[config.mk]
export PLATFORM = sky130hd
export DESIGN_NAME = his_peak_finder
export DESIGN_NICKNAME = d
export VERILOG_FILES = /design/src/rtl/his_peak_finder_pkg.sv /design/src/rtl/his_peak_finder_cmp.sv /design/src/rtl/his_peak_finder.sv
export SDC_FILE = /design/constraint.sdc
export NUM_CORES = 1
export LEC_CHECK = 0
export BUFFER_PORTS_ARGS = -buffer_cell sky130_fd_sc_hd__buf_2
export CORE_MARGIN = 4
export CORE_UTILIZATION = 31
export DETAILED_ROUTE_END_ITERATION = 12
export HOLD_SLACK_MARGIN = 0.12
export PLACE_DENSITY = 0.5
export REMOVE_ABC_BUFFERS = 1
export SLEW_MARGIN = 25
export SYNTH_ARGS = -nofsm -noshare
export SYNTH_HDL_FRONTEND = slang
export SYNTH_SLANG_ARGS = --single-unit
[constraint.sdc]
create_clock -name i_clk -period 4.35 [get_ports i_clk]
set_input_delay 0.6525 -clock i_clk [delete_from_list [all_inputs] [get_ports i_clk]]
set_output_delay 0.6525 -clock i_clk [all_outputs]
set_load 0.01 [all_outputs]
[src/rtl/his_peak_finder_pkg.sv]
// Shared types and defaults for the histogram peak finder: FSM encoding,
// parameter defaults and a constant clog2 helper.
package his_peak_finder_pkg;

   localparam int BIN_NUM_PER_HIS_D   = 16;
   localparam int PIXEL_NUM_PER_RAM_D = 4;
   localparam int RAM_ADDR_D          = 6;
   localparam int PEAK_MAX_D          = 8;

   function automatic int his_clog2(input int value);
      int r;
      r = 0;
      while ((1 << r) < value) r++;
      return r;
   endfunction

   localparam int NB_D = his_clog2(BIN_NUM_PER_HIS_D);

   typedef enum logic [2:0] {
      ST_IDLE  = 3'd0,
      ST_SCAN  = 3'd1,
      ST_DRAIN = 3'd2,
      ST_OUT   = 3'd3,
      ST_DONE  = 3'd4
   } state_t;

endpackage

[src/rtl/his_peak_finder_cmp.sv]
// peak_cmp_reg: running max/argmax register. The first valid sample loads
// unconditionally; later samples replace only on a strictly larger count.
module peak_cmp_reg
   import his_peak_finder_pkg::*;
#(
   parameter int PEAK_MAX = PEAK_MAX_D,
   parameter int NB       = NB_D
) (
   input  logic                i_clk,
   input  logic                i_res,
   input  logic                i_first,
   input  logic                i_valid,
   input  logic [PEAK_MAX-1:0] i_counts,
   input  logic [NB-1:0]       i_bin_idx,
   output logic [PEAK_MAX-1:0] o_max_count,
   output logic [NB-1:0]       o_max_bin
);

   logic [PEAK_MAX-1:0] r_max_count;
   logic [NB-1:0]       r_max_bin;

   // Strict compare keeps the lower bin index on ties.
   always_ff @(posedge i_clk or posedge i_res) begin
      if (i_res) begin
         r_max_count <= '0;
         r_max_bin   <= '0;
      end else if (i_valid && (i_first || (i_counts > r_max_count))) begin
         r_max_count <= i_counts;
         r_max_bin   <= i_bin_idx;
      end
   end

   assign o_max_count = r_max_count;
   assign o_max_bin   = r_max_bin;

endmodule

[src/rtl/his_peak_finder.sv]
// Scans each pixel histogram over RAM port b and streams one peak per pixel.
// Build option CLEAR_AFTER_READ_EN zeroes every bin through port a after it is read.
module his_peak_finder
   import his_peak_finder_pkg::*;
#(
   parameter int BIN_NUM_PER_HIS   = BIN_NUM_PER_HIS_D,
   parameter int PIXEL_NUM_PER_RAM = PIXEL_NUM_PER_RAM_D,
   parameter int RAM_ADDR          = RAM_ADDR_D,
   parameter int NB                = NB_D,
   parameter int PEAK_MAX          = PEAK_MAX_D,
   localparam int PW = (his_clog2(PIXEL_NUM_PER_RAM) > 0) ? his_clog2(PIXEL_NUM_PER_RAM) : 1
) (
   input  logic                i_clk,
   input  logic                i_res,
   input  logic                i_start,
   input  logic [PEAK_MAX-1:0] i_counts,
   output logic [RAM_ADDR-1:0] o_raddr,
   output logic                o_r_enable,
   output logic                o_read_flag,
   output logic [RAM_ADDR-1:0] o_waddr,
   output logic                o_w_enable,
   output logic                o_write_flag,
   output logic [PEAK_MAX-1:0] o_new_counts,
   output logic                o_peak_valid,
   input  logic                i_peak_ready,
   output logic [PW-1:0]       o_peak_pixel,
   output logic [NB-1:0]       o_peak_bin,
   output logic [PEAK_MAX-1:0] o_peak_count,
   output logic                o_busy,
   output logic                o_find_done,
   output state_t              o_dbg_state
);

   // Result handshake: a transfer happens on every rising edge where
   // o_peak_valid && i_peak_ready; the result is held stable until then.

   localparam int LAST_BIN = BIN_NUM_PER_HIS - 1;
   localparam int LAST_PIX = PIXEL_NUM_PER_RAM - 1;

   state_t              r_state;
   logic [PW-1:0]       r_pixel;
   logic [NB-1:0]       r_bin;
   logic [RAM_ADDR-1:0] r_raddr;
   logic                r_ren;
   logic                r_rd_valid;
   logic [NB-1:0]       r_rd_bin;
   logic                r_peak_valid;
   logic                r_find_done;
   logic                w_handshake;
   logic                w_first;

   function automatic logic [RAM_ADDR-1:0] addr_of(input logic [PW-1:0] pixel,
                                                   input logic [NB-1:0] bin);
      return RAM_ADDR'(pixel) * RAM_ADDR'(BIN_NUM_PER_HIS) + RAM_ADDR'(bin);
   endfunction

   assign w_handshake = r_peak_valid && i_peak_ready;

   always_ff @(posedge i_clk or posedge i_res) begin
      if (i_res) begin
         r_state      <= ST_IDLE;
         r_pixel      <= '0;
         r_bin        <= '0;
         r_raddr      <= '0;
         r_ren        <= 1'b0;
         r_peak_valid <= 1'b0;
         r_find_done  <= 1'b0;
      end else begin
         case (r_state)
            ST_IDLE: begin
               if (i_start) begin
                  r_state <= ST_SCAN;
                  r_pixel <= '0;
                  r_bin   <= '0;
                  r_raddr <= '0;
                  r_ren   <= 1'b1;
               end
            end
            ST_SCAN: begin
               if (r_bin == NB'(LAST_BIN)) begin
                  r_state <= ST_DRAIN;
                  r_ren   <= 1'b0;
               end else begin
                  r_bin   <= r_bin + 1'b1;
                  r_raddr <= addr_of(r_pixel, r_bin + 1'b1);
               end
            end
            ST_DRAIN: begin
               // Last bin's data is compared this cycle; result is final next cycle.
               r_state      <= ST_OUT;
               r_peak_valid <= 1'b1;
            end
            ST_OUT: begin
               if (w_handshake) begin
                  r_peak_valid <= 1'b0;
                  if (r_pixel == PW'(LAST_PIX)) begin
                     r_state     <= ST_DONE;
                     r_find_done <= 1'b1;
                  end else begin
                     r_state <= ST_SCAN;
                     r_pixel <= r_pixel + 1'b1;
                     r_bin   <= '0;
                     r_raddr <= addr_of(r_pixel + 1'b1, '0);
                     r_ren   <= 1'b1;
                  end
               end
            end
            ST_DONE: begin
               r_find_done <= 1'b0;
               r_state     <= ST_IDLE;
            end
            default: r_state <= ST_IDLE;
         endcase
      end
   end

   // RAM data arrives one cycle after the read; track which bin it belongs to.
   always_ff @(posedge i_clk or posedge i_res) begin
      if (i_res) begin
         r_rd_valid <= 1'b0;
         r_rd_bin   <= '0;
      end else begin
         r_rd_valid <= r_ren;
         r_rd_bin   <= r_bin;
      end
   end

   assign w_first = (r_rd_bin == '0);

   peak_cmp_reg #(
      .PEAK_MAX (PEAK_MAX),
      .NB       (NB)
   ) u_cmp (
      .i_clk       (i_clk),
      .i_res       (i_res),
      .i_first     (w_first),
      .i_valid     (r_rd_valid),
      .i_counts    (i_counts),
      .i_bin_idx   (r_rd_bin),
      .o_max_count (o_peak_count),
      .o_max_bin   (o_peak_bin)
   );

`ifdef CLEAR_AFTER_READ_EN
   logic [RAM_ADDR-1:0] r_waddr;
   logic                r_wen;

   // Writing one cycle behind the read keeps port a off the address port b is reading.
   always_ff @(posedge i_clk or posedge i_res) begin
      if (i_res) begin
         r_waddr <= '0;
         r_wen   <= 1'b0;
      end else begin
         r_waddr <= r_raddr;
         r_wen   <= r_ren;
      end
   end

   assign o_waddr      = r_waddr;
   assign o_w_enable   = r_wen;
   assign o_write_flag = r_wen;
   assign o_new_counts = '0;
`else
   assign o_waddr      = '0;
   assign o_w_enable   = 1'b0;
   assign o_write_flag = 1'b0;
   assign o_new_counts = '0;
`endif

   assign o_raddr      = r_raddr;
   assign o_r_enable   = r_ren;
   assign o_read_flag  = r_ren;
   assign o_peak_valid = r_peak_valid;
   assign o_peak_pixel = r_pixel;
   assign o_busy       = (r_state != ST_IDLE);
   assign o_find_done  = r_find_done;
   assign o_dbg_state  = r_state;

endmodule

Word-level counts from Yosys, hierarchy flattened

Cells that the tools add are included.
W data, S select, Z words.

Flip-flop bits (word level): 35
Input port bits: 12
Output and inout port bits: 44

Add/subtract/negate cells: 3
Magnitude comparators: 1
Equality and inequality tests: 12
Multiplexer cells: 29
Reductions and logical operators: 16

Operator list:

| cell                  | count |
|---|---|
| $mux W6               | 4 |
| $pmux W6 S3           | 1 |
| $mux W4               | 4 |
| $mux W3               | 4 |
| $ne A2 B2 Y1 const B  | 6 |
| $pmux W3 S4           | 1 |
| $pmux W4 S3           | 1 |
| $reduce_and A5 Y1     | 2 |
| $gt A8 B8 Y1          | 1 |
| $mux W1               | 7 |
| $add A6 B4 Y6         | 1 |
| $eq A3 B2 Y1 const B  | 2 |
| $mux W2               | 3 |
| $reduce_and A3 Y1     | 2 |
| $reduce_bool A2 Y1    | 3 |
| $reduce_bool A3 Y1    | 2 |
| $add A4 B1 Y4 const B | 1 |
| $eq A4 B4 Y1 const B  | 1 |
| $logic_not A4 Y1      | 1 |
| $pmux W1 S2           | 2 |
| $pmux W2 S2           | 1 |
| $reduce_and A4 Y1     | 1 |
| $eq A3 B1 Y1 const B  | 1 |
| $eq A3 B3 Y1 const B  | 1 |
| 7 further kinds       | 8 |

Longest topological paths before layout

Word-level depth: 4
Mapped depth: 8
Gate-level depth less buffers: 7

Hierarchy

From an unflattened synthesis, not the netlist that was laid out.

Cells, all modules: 159
Area, all modules: 1800.5 µm²

By module, submodules not included:

| module          | times used | cells an instance | area an instance (µm²) | seq. area each (µm²) |
|---|---|---|---|---|
| his_peak_finder | 1          | 105               | 1103.6                 | 525.5 |
| peak_cmp_reg    | 1          | 54                | 696.9                  | 300.3 |

Least setup slack after synthesis

No wires, ideal clock.

Path type: input to register
From: input port i_counts[3]
To: register u_cmp.r_max_count[0] (netlist: u_cmp.o_max_count[0])
Arrival time: 2071 ps
Slack: 2153 ps
Stages on the path: 7
Cell sequence: ha_1 > nand4_1 > or2_1 > and3_1 > a31o_1 > buf_6 > a221o_1

Longest elaborated chain between the ends: 3

RTL lines:

| item                 | line                      | text |
|---|---|---|
| from (decl)          | his_peak_finder.sv:16     | `input logic [PEAK_MAX-1:0] i_counts,` |
| $gt A8 B8 Y1         | his_peak_finder_cmp.sv:27 | `end else if (i_valid && (i_first \|\| (i_counts > r_max_count))) begin` |
| $logic_or A1 B1 Y1   | his_peak_finder_cmp.sv:27 |  |
| $logic_and A1 B1 Y1  | his_peak_finder_cmp.sv:27 |  |
| to (signal assigned) | his_peak_finder_cmp.sv:28 | `r_max_count <= i_counts;` |
| to (decl)            | his_peak_finder_cmp.sv:19 | `logic [PEAK_MAX-1:0] r_max_count;` |

No other way between the ends.
A chain may end at the register's enable or synchronous reset.

Worst setup path in the final report

From: input port i_counts[3]
To: register u_cmp.r_max_count[6] (netlist: u_cmp.o_max_count[6])

Same word-level chain as after synthesis.

==> results.toml <==
[cts]
clock_tree.root_cell = "clkbuf_8"
insertion_delay_ps = 290
cts_tree = "yes"
cts_buffer_depth = 2
cts_repair_resize_count = 0
cts_sinks = 35
cts_setup_buffers = 0
clk_pin_slew_ps = 80
cts_htree_levels = 2
cts_made_buffers = 5
ctsHoldBuffers = 0

[worst_setup_path]
critPathMaxStageDelay_ps = 380
crit_buf_inv = 1
critPathKind = "in -> reg"
worst-endpoint-required_ps = 4520
crit_arrival_ps = 2340
crit_family = "compound AO/OA/AOI/OAI gates"
cp-end-kind = "register"
slowest_stage = "a221o_2"
crit_path_cell_trace = "buf_2, ha_1, nand4_1, or2_1, and3_1, a31o_1, a221o_2"
critPathMaxFanout = 12
worst_setup_path_start_kind = "primary input"

[timing]
hold_viol = 0
setup_viol = 0
max_freq_mhz = 461
holdWs_ps = 434
relSlewSlack_pct = 59.1
report.final.slew_viol_count = 0
period_needed_ps = 2170
worst_slack_ps = 2180
rsz0062_at_grt = "no"
worst_slew_pin_slew_ps = 611
finalClockSkew_ps = 8.10
period_share_pct = 49.9
tns_ps = 0

[route]
wire_per_inst_um = 13.4
firstDrtPassIters = 4
antenna_left = 0
viasPerCell = 4.68
finalWirelength_um = 3910
drtIter0Drc = 20
drc_errors = 0
routed-via-count = 1366

[floorplanning]
initial_core_util_pct = 32.0
fp.dieH_um = 86.4
die_x_um = 86.4
core_area_sq_um = 5960
rows = 28
die_area_sq_um = 7460
ios = 56

[cells_and_area]
fillers = 621
final_common_cell = "buf_2"
drive_gt1_share_pct = 29.5
finalCoreUtilization_pct = 36.6
register_area_sq_um = 876
multi_input_area_sq_um = 881
nets = 238
mostFrequentLayoutCells = "39 x buf_2, 35 x dfrtp_1, 16 x conb_1"
num_antenna_cells = 0
area_delta_synth_final_pct = 14.5

[logic_synthesis]
postSynthCellCount = 178
synth_top_family_by_area = "compound AO/OA/AOI/OAI gates"
synthAdderAreaFrac_pct = 6.57
ys_ff_latch = 35
synthXorXnorAreaFrac_pct = 1.38
synth_area_per_cell_sq_um = 10.7
syn-cell-area_sq_um = 1900
ys_seq_area_share_pct = 46.0
synth-simple-area-share_pct = 10.5
ys.warnings.count = 0
muxShareOfSynthArea_pct = 2.37
synth_compound_area_share_pct = 22.3
ys_types = 44

[global_routing]
grt.overflow.total = 0
grt_pass1_vias = 1383
antenna_found_initial = 0
grt_max_degree = 36
grt_pass1_wl_um = 6640
track_usage_pct = 11.2

[worst_hold_path]
hold_class = "reg -> reg"

[placement]
dpl.hpwl_um = 2830
pre_cts_ws_ps = 1880
routabilityCongestion = 0.757
io_buffers = 39

[pwr]
vdd_drop_max_v = 0.000345
power_density_nw_per_um2 = 777
leakagePower_nw = 1.11
p_total_mw = 1.69

[flow_run]
max_cap_violations = 0

[run_status]
status = "finished, final reports clean"
worst register-to-register path: stages, from the launching register on:
cell	delay, ps
dfrtp_1	380
inv_1	60
ha_1	300
nand4_1	120
or2_1	270
and3_1	170
a31o_1	330
a221o_2	380
state kept, by name, summed over array words and instances (netlist names), 2 cells and up:
register	count
o_raddr	6
o_dbg_state	3
o_peak_pixel	2
u_cmp.o_max_bin	4
r_bin	4
u_cmp.o_max_count	8
r_rd_bin	4
power breakdown:
part,switching [mW],leakage [nW],internal (mW)
combinational,0.421,0.643,0.414
sequential,0.145,0.430,0.476
clock,0.126,0.0402,0.111
Yosys cell counts:
master     instances  area [sq um]
dfrtp_1           35           876
buf_4             17           128
a22o_1            11          96.3
ha_1              10           125
inv_1             10          37.5
nor2_1             9          33.8
nand2_1            8          30.0
a21oi_1            7          35.0
a221o_1            6          60.1
a21o_1             4          30.0
a22o_2             4          40.0
mux2_2             4          45.0
o21ai_0            4          20.0
buf_2              3          15.0
clkbuf_1           3          11.3
nand2b_1           3          18.8
nand3_1            3          15.0
or2_2              3          18.8
a211o_1            2          17.5
a221o_2            2          22.5
and2_1             2          12.5
nand3b_1           2          15.0
nand4_1            2          12.5
o211ai_1           2          15.0
o21ba_2            2          20.0
xor2_1             2          17.5
a2bb2oi_1          1          8.76
a31o_1             1          8.76
a31oi_1            1          6.26
a41o_1             1          10.0
and3_1             1          6.26
buf_6              1          11.3
conb_1             1          3.75
nor2b_1            1          6.26
nor3_1             1          5.00
nor3b_1            1          7.51
nor4_1             1          6.26
o21ai_2            1          8.76
o21bai_1           1          7.51
o22a_1             1          8.76
o2bb2ai_1          1          8.76
or2_1              1          6.26
or3_1              1          6.26
xnor2_1            1          8.76
path summary, 6_finish.rpt:
| check | start | endpoint | slack (ps) | cells after the start |
|---|---|---|---|---|
| worst max-delay path | i_counts[3] | u_cmp.o_max_count[6]$_DFFE_PP0P_ | 2180 | 7 |
| worst min-delay path | o_r_enable$_DFFE_PP0P_ | r_rd_valid$_DFF_PP0_ | 430 | 0 |
| worst max register to register | u_cmp.o_max_count[3]$_DFFE_PP0P_ | u_cmp.o_max_count[6]$_DFFE_PP0P_ | 2230 | 7 |
| worst min register to register | o_r_enable$_DFFE_PP0P_ | r_rd_valid$_DFF_PP0_ | 430 | 0 |
| max in group asynchronous | i_res | u_cmp.o_max_count[1]$_DFFE_PP0P_ | 3570 | 3 |
| min in group asynchronous | i_res | o_peak_valid$_DFFE_PP0P_ | 460 | 3 |
logic make-up after synthesis:
kind of cell	count (synthesis)
AOI/OAI and AO/OA	52
and+or+nand+nor	39
DFF	35
buffers and inverters	34
adders and majority gates	10
muxes	4
xor gates and xnor gates	3
other	1
metal layers:
metal | vias up | GRT usage [%] | part of all wire (%)
met2 | 33 | 17.7 | 47
met1 | 641 | 14.7 | 47
li1 | 685 | - | -
met3 | 7 | 3.23 | 5.2
met4 | 0 | 3.40 | 1.1
met5 | - | 0 | 0
layout make-up:
class | count | share of cell area, %
clock inverter | 3 | 0.918
multi-input combinational | 124 | 40.4
clock buffer | 5 | 3.16
timing repair buffer | 40 | 9.30
sequential | 35 | 40.2
tap | 75 | 4.31
inverter | 10 | 1.72
through the flow:
step | instances | instance area [sq um]
global route | 292 | 2180
CTS | 292 | 2180
floorplan | 169 | 1790
detailed placement | 284 | 2090
global placement | 284 | 2090
finish | 292 | 2180
Power figures use the tool's default switching activity.
